--- config.mk ---
export PLATFORM = sky130hd
export DESIGN_NAME = serial_adder_seq
export DESIGN_NICKNAME = d
export VERILOG_FILES = /design/src/rtl/serial_adder_seq_pkg.sv /design/src/rtl/serial_adder_seq_ripple_slice.sv /design/src/rtl/serial_adder_seq.sv
export SDC_FILE = /design/constraint.sdc
export NUM_CORES = 1
export LEC_CHECK = 0
export ABC_AREA = 1
export BUFFER_PORTS_ARGS = -buffer_cell sky130_fd_sc_hd__buf_2
export CAP_MARGIN = 20
export CORE_UTILIZATION = 49
export DETAILED_ROUTE_END_ITERATION = 8
export HOLD_SLACK_MARGIN = 0.12
export PLACE_DENSITY = 0.74
export SETUP_SLACK_MARGIN = 0.3
export SKIP_CTS_REPAIR_TIMING = 1
export SLEW_MARGIN = 15
export SYNTH_ARGS = -nofsm -noshare
export SYNTH_HDL_FRONTEND = slang
export SYNTH_SLANG_ARGS = --single-unit
--- constraint.sdc ---
create_clock -name clk_i -period 1.3 [get_ports clk_i]
set_input_delay 0.195 -clock clk_i [delete_from_list [all_inputs] [get_ports clk_i]]
set_output_delay 0.195 -clock clk_i [all_outputs]
set_load 0.05 [all_outputs]
--- src/rtl/serial_adder_seq_pkg.sv ---
// Shared types and helpers for the digit-serial adder/subtractor.
// Latency: n/a (declarations only).
// Backpressure: n/a.
package serial_adder_seq_pkg;

    // Controller states: idle, digit processing, result-valid pulse.
    typedef enum logic [1:0] {
        ST_IDLE = 2'd0,
        ST_RUN  = 2'd1,
        ST_DONE = 2'd2
    } state_e;

    // Width of the digit counter. It is never narrower than one bit, so a
    // single-digit configuration still has a legal (constant) counter.
    function automatic int digit_cnt_w(input int width, input int digit);
        int n;
        n = width / digit;
        return (n > 1) ? $clog2(n) : 1;
    endfunction

endpackage

--- src/rtl/serial_adder_seq_ripple_slice.sv ---
// DIGIT-bit ripple-carry slice built from full-adder cells.
// Latency: purely combinational.
// Backpressure: none; evaluated every cycle by the parent.
module serial_adder_seq_ripple_slice #(
    parameter int DIGIT = 1
) (
    input  logic [DIGIT-1:0] a_i,
    input  logic [DIGIT-1:0] b_i,
    input  logic             c_i,
    output logic [DIGIT-1:0] s_o,
    output logic             c_o,
    output logic             c_msb_o
);

    logic [DIGIT:0] carry;

    assign carry[0] = c_i;

    for (genvar i = 0; i < DIGIT; i++) begin : g_fa
        assign s_o[i]       = a_i[i] ^ b_i[i] ^ carry[i];
        assign carry[i+1]   = (a_i[i] & b_i[i]) | (carry[i] & (a_i[i] ^ b_i[i]));
    end

    assign c_o     = carry[DIGIT];
    // Carry into the slice MSB; on the final digit this is the carry into
    // bit WIDTH-1, needed for signed overflow.
    assign c_msb_o = carry[DIGIT-1];

endmodule

--- src/rtl/serial_adder_seq.sv ---
// Multi-cycle A+B+cin / A-B, DIGIT bits per clock through one ripple slice.
// Latency: done_o pulses WIDTH/DIGIT cycles after the accepting edge.
// Backpressure: start_i is ignored while busy_o=1 (no queueing).
module serial_adder_seq
    import serial_adder_seq_pkg::*;
#(
    parameter int WIDTH = 8,
    parameter int DIGIT = 1
) (
    input  logic             clk_i,
    input  logic             rst_i,
    input  logic             start_i,
    input  logic             sub_i,
    input  logic             cin_i,
    input  logic [WIDTH-1:0] a_i,
    input  logic [WIDTH-1:0] b_i,
    output logic [WIDTH-1:0] s_o,
    output logic             c_o,
    output logic             ovf_o,
    output logic             busy_o,
    output logic             done_o
);

    localparam int             NDIG     = WIDTH / DIGIT;
    localparam int             CW       = digit_cnt_w(WIDTH, DIGIT);
    localparam logic [CW-1:0]  CNT_LAST = CW'(NDIG - 1);

    state_e            state_q, state_d;
    logic [WIDTH-1:0]  a_q, a_d;
    logic [WIDTH-1:0]  b_q, b_d;
    logic [WIDTH-1:0]  acc_q, acc_d;
    logic [WIDTH-1:0]  s_q, s_d;
    logic              carry_q, carry_d;
    logic              c_q, c_d;
    logic              ovf_q, ovf_d;
    logic [CW-1:0]     cnt_q, cnt_d;

    logic [DIGIT-1:0]  sl_sum;
    logic              sl_cout;
    logic              sl_cmsb;
    logic [WIDTH-1:0]  sum_ext;
    logic [WIDTH-1:0]  acc_next;

    serial_adder_seq_ripple_slice #(
        .DIGIT(DIGIT)
    ) u_slice (
        .a_i     (a_q[DIGIT-1:0]),
        .b_i     (b_q[DIGIT-1:0]),
        .c_i     (carry_q),
        .s_o     (sl_sum),
        .c_o     (sl_cout),
        .c_msb_o (sl_cmsb)
    );

    // Digit sum enters the result shift register from the MSB side; the
    // zero-extension keeps the shift legal when DIGIT equals WIDTH.
    always_comb begin
        sum_ext              = '0;
        sum_ext[DIGIT-1:0]   = sl_sum;
        acc_next             = (acc_q >> DIGIT) | (sum_ext << (WIDTH - DIGIT));
    end

    // Next-state, operand shifting and result capture.
    always_comb begin
        state_d = state_q;
        a_d     = a_q;
        b_d     = b_q;
        acc_d   = acc_q;
        s_d     = s_q;
        carry_d = carry_q;
        c_d     = c_q;
        ovf_d   = ovf_q;
        cnt_d   = cnt_q;

        case (state_q)
            ST_IDLE, ST_DONE: begin
                if (start_i) begin
                    // Subtraction is A + ~B + 1: invert B and force carry-in.
                    a_d     = a_i;
                    b_d     = b_i ^ {WIDTH{sub_i}};
                    carry_d = sub_i ? 1'b1 : cin_i;
                    cnt_d   = '0;
                    state_d = ST_RUN;
                end else begin
                    state_d = ST_IDLE;
                end
            end
            ST_RUN: begin
                acc_d   = acc_next;
                a_d     = a_q >> DIGIT;
                b_d     = b_q >> DIGIT;
                carry_d = sl_cout;
                cnt_d   = cnt_q + CW'(1);
                if (cnt_q == CNT_LAST) begin
                    // Visible result changes only here, so s_o/c_o/ovf_o
                    // keep the previous answer throughout the next RUN.
                    s_d     = acc_next;
                    c_d     = sl_cout;
                    ovf_d   = sl_cout ^ sl_cmsb;
                    state_d = ST_DONE;
                end
            end
            default: state_d = ST_IDLE;
        endcase
    end

    // State and datapath registers; reset discards any operation in flight.
    always_ff @(posedge clk_i or posedge rst_i) begin
        if (rst_i) begin
            state_q <= ST_IDLE;
            a_q     <= '0;
            b_q     <= '0;
            acc_q   <= '0;
            s_q     <= '0;
            carry_q <= 1'b0;
            c_q     <= 1'b0;
            ovf_q   <= 1'b0;
            cnt_q   <= '0;
        end else begin
            state_q <= state_d;
            a_q     <= a_d;
            b_q     <= b_d;
            acc_q   <= acc_d;
            s_q     <= s_d;
            carry_q <= carry_d;
            c_q     <= c_d;
            ovf_q   <= ovf_d;
            cnt_q   <= cnt_d;
        end
    end

    assign s_o    = s_q;
    assign c_o    = c_q;
    assign ovf_o  = ovf_q;
    assign busy_o = (state_q == ST_RUN);
    assign done_o = (state_q == ST_DONE);

endmodule
# Word level (Yosys, flattened, before mapping)
# Index checks and enable logic that the tools add are counted.
totals:
  reg_bits: 40
  output_inout_bits: 12
classes:
  addsub: 1
  eq_ne: 5
  muxes: 12
  n_bitwise: 8
  n_reduce_logical: 5
op_table:
  columns: ["cell", "n"]
  rows:
  - ["$pmux 8 s2", 2]
  - ["$mux 8", 2]
  - ["$or 7x8->8", 1]
  - ["$xor 8x8->8", 1]
  - ["$pmux 3 s2", 1]
  - ["$pmux 2 s2", 1]
  - ["$reduce_and 2->1", 2]
  - ["$add 3x1->3 const B", 1]
  - ["$eq 3x3->1 const B", 1]
  - ["$mux 1", 3]
  - ["$mux 3", 1]
  - ["$xor 1x1->1", 3]
  - ["$and 1x1->1", 2]
  - ["$eq 2x1->1 const B", 1]
  - ["$eq 2x2->1 const B", 1]
  - ["$logic_not 2->1", 1]
  - ["$mux 2", 1]
  - ["$ne 2x1->1 const B", 1]
  - ["$ne 2x2->1 const B", 1]
  - ["$pmux 1 s2", 1]
  - ["$reduce_bool 2->1", 1]
  - ["$reduce_or 2->1", 1]
  - ["$or 1x1->1", 1]

# Longest topological paths before layout
logic_depth:
  ltp_word: 4
  depth_mapped: 7
  ltp_nobuf: 6

# Hierarchy
# Synthesis repeated with hierarchy kept, for this count alone.
hier_totals:
  hier_cells: 229
  hier_area_um2: 1909.3
by_module_without_submodules:
  columns: ["mod", "instances", "cells_per_inst", "area_per_inst_um2"]
  rows:
  - ["serial_adder_seq", 1, 227, 1881.8]
  - ["serial_adder_seq_ripple_slice", 1, 2, 27.5]

# Worst setup path after synthesis
# OpenSTA, ideal clock, no wires.
synth_timing:
  path_kind: "reg-to-output"
  start: "reg state_q[0]"
  end: "out done_o"
  arrival_time_ns: 1.192
  setup_slack_ns: -0.087
  stages_incl_launch_ff: 3
  cell_sequence: "dfrtp_1 -> buf_6 -> nor2_1"
synth_between:
  elab_chain_cells: 1
synth_rtl:
  columns: ["item", "line", "text"]
  rows:
  - ["from (decl)", "serial_adder_seq.sv:28", "state_e state_q, state_d;"]
  - ["from (signal assigned)", "serial_adder_seq.sv:120", "state_q <= state_d;"]
  - ["$eq 2x2->1", "serial_adder_seq.sv:136", "assign done_o = (state_q == ST_DONE);"]
  - ["to (decl)", "serial_adder_seq.sv:21", "output logic done_o"]
# Every way passes these cells.

# Worst setup path in the final report
layout_timing:
  start: "reg state_q[0]"
  end: "out busy_o"
layout_between:
  elab_chain_cells: 1
layout_rtl:
  columns: ["item", "line", "text"]
  rows:
  - ["$eq 2x1->1", "serial_adder_seq.sv:135", "assign busy_o = (state_q == ST_RUN);"]
  - ["to (decl)", "serial_adder_seq.sv:20", "output logic busy_o,"]
# Every way passes these cells.

==> flow_summary_export.csv <==
group,metric,value,unit
outcome,status,"finished, violations left",
outcome,violations,"negative setup slack",
synth,avgSynthCellArea,8.089,um^2
sta,slew_headroom,0.7444,
die,fp.dieW,63.62,um
layout,antenna_cells,0,
sta,fin_ws,-0.02825,ns
synth,ys_ff_latch,39,
pwr,p_leak,1.371,nW
detailed_routing,drtIter0Drc,72,
detailed_routing,wirelength,4032,um
global_routing,grt_pass1_wl,6244,um
sta,finalHoldViolations,0,
synth,syn-num-nets,254,
clock_network,clock_path_buffers,2,
die,die_y,63.62,um
worst_setup_path,path_class,"flip-flop to output port",
sta,fin_crit,1.328,ns
worst_setup_path,cp.arrival,1.13,ns
place,post-place-ws,0.08556,ns
synth,synthFlopType,"dfrtp_1",
worst_setup_path,worst-path-max-fanout,6,
global_routing,gr-usage-met3,0.06159,
clock_network,htreeDepth,2,
clock_network,path_clk_slew,0.08,ns
sta,drv_slew,0,
clock_network,cts_root_buffer,"clkbuf_8",
die,initial_utilization,0.5082,
job,maxCapViolations,0,
synth,ys_seq_area_frac,0.5245,
sta,worst_pin_slew,0.3829,ns
detailed_routing,route.detailed.drc,0,
clock_network,cts_tree,"done",
detailed_routing,firstDrtPassIters,4,
worst_setup_path,reg2reg_depth,7,
global_routing,grt.total_usage,0.2026,
sta,setup_viol,2,
detailed_routing,vias,1658,
global_routing,met2_usage,0.3324,
clock_network,worstSkewPairLatency,0.30,ns
global_routing,grt_max_degree,40,
layout,final_cells,335,
worst_hold_path,min-delay-start,"b_i[7]",
worst_hold_path,min_path_type,"input port to flip-flop",
die,io_pins,33,
worst_hold_path,min_path_cells,4,
pwr,p_per_area,2694,mW/mm^2
die,dieArea,0.004048,mm^2
synth,synth-edff-count,0,
global_routing,antenna_found_initial,0,
global_routing,grt_pass1_vias,1480,
sta,skew,0.008123,ns
global_routing,met1_usage,0.2453,
place,globalplace.congestion,0.7802,
global_routing,grt_overflow,0,
worst_setup_path,worstSetupEndpointType,"output port",
layout,fin_nets,310,
global_routing,grt_busiest_layer,"met2",
pwr,vdd_drop_max,1.021,mV
layout,drive_above_1_share,0.3415,
worst_setup_path,critPathRequiredTime,1.11,ns
clock_network,cts_buffers,5,
die,core,0.003661,mm^2
layout,area_delta_synth_final,37.32,%
detailed_routing,vias_per_cell,4.949,
sta,rsz0062_at_grt,"true",
detailed_routing,ant_nets,0,
synth,synthCells,230,
place,portBuffers,32,
detailed_routing,wire_per_inst,12.04,um
worst_setup_path,worst-r2r-setup-slack,0.08,ns
place,hpwl,2479,um
worst_setup_path,worstReg2RegStart,"state_q[0]",
synth,synthDistinctLibCells,20,
synth,synth.cell_area,0.001861,mm^2
place,place_inst,308,
die,rows,22,
worst_setup_path,cp-start-kind,"flip-flop",
clock_network,clock-sinks,39,
synth,yosysWarnings,0,
synth,async_flop_share,1.000,
worst_hold_path,holdPathEnd,"b_q[7]",
worst_setup_path,rr_endpoint,"b_q[1]",
sta,period_share,1.022,
sta,fmax,752.9,MHz
[logic make-up (layout without fill, tap and decap cells)]
kind of cell	Yosys count	in the layout	synth area share
xor gates and xnor gates	1	1	0.004708
and+or+nand+nor	151	152	0.3490
AOI/OAI and AO/OA	5	5	0.01345
DFF	39	39	0.5245
buffers and inverters	31	87	0.08406
adders and majority gates	3	3	0.02421
[layout by cell type, fill, tap and decap left out, drive strengths merged]
cell type and n:
nor2 8, nand3 37, buf 54, ha 2, bufinv 1, inv 21
nand2 107, dfrtp 39, clkinvlp 1, xor2 1, a21oi 1, clkinv 2
clkbuf 6, dlygate4sd3 2, o21ai 4, fa 1
[per-layer routing]
layer	wire, um	share of wire	vias up
li1	-	-	821
met1	1718	0.43	781
met2	2018	0.50	46
met3	189	0.047	10
met4	105	0.026	0
met5	0	0	-
[final cells by class]
type                            instances  area, um^2
Clock buffer                            5       68.82
Clock inverter                          3       43.79
Fill cell                             281        1106
Inverter                               22       96.34
Multi-Input combinational cell        161       824.5
Sequential cell                        39       977.2
Tap cell                               48       60.06
Timing Repair Buffer                   57       484.2
[power by group]
| group | switching (W) | internal, W |
|---|---|---|
| registers | 0.000424 | 0.00178 |
| clock network | 0.000457 | 0.000571 |
| logic | 0.00205 | 0.00160 |
| total | 0.00293 | 0.00395 |
[cells in the mapped netlist (2+ instances only)]
cell type	instances	area, um^2
dfrtp_1	39	975.9
ha_1	2	25.02
buf_6	4	45.04
inv_1	19	71.32
inv_2	3	11.26
nor2_1	5	18.77
buf_2	2	10.01
o21ai_0	4	20.02
nand2_1	104	390.4
buf_4	2	15.01
nand3_1	37	185.2
[through the flow]
step                utilization  power [W]  instance area, um^2  setup TNS [ns]  hold WS (ns)
floorplan                     -   0.004252                 1898               0        0.1675
CTS                      0.6053   0.005796                 2216         -0.3707      -0.06810
global placement         0.5745   0.004704                 2103               0        0.2547
global route             0.6979   0.007343                 2555         -0.1176        0.1963
detailed placement       0.5745   0.004778                 2103               0        0.2596
finish                   0.6979   0.006884                 2555        -0.04299        0.1574
[flip-flops by register name, summed over array words and instances, names as in the netlist]
name	cells
carry_q	1
cnt_q	3
a_q	8
b_q	8
c_o	1
s_o	8
ovf_o	1
state_q	2
acc_q	7
[critical path, cell delays in order, from the launching register on]
cell and delay (ns):
dfrtp_2 0.45, inv_2 0.08, nor2_2 0.04, buf_6 0.13, buf_8 0.14
[how the worst max path moves through the flow]
stage,endpoint,slack (ns),cells past startpoint,startpoint
6_report,busy_o,-0.03,4,state_q[0]
2_1_floorplan,c_o,0.16,7,cnt_q[0]
3_5_place_dp,cnt_q[1],0.09,6,state_q[0]
5_1_grt,busy_o,-0.07,4,state_q[0]
4_1_cts,busy_o,-0.22,4,state_q[0]
3_3_place_gp,ovf_o,0.13,4,a_q[0]
(Power assumes the default switching activity.)
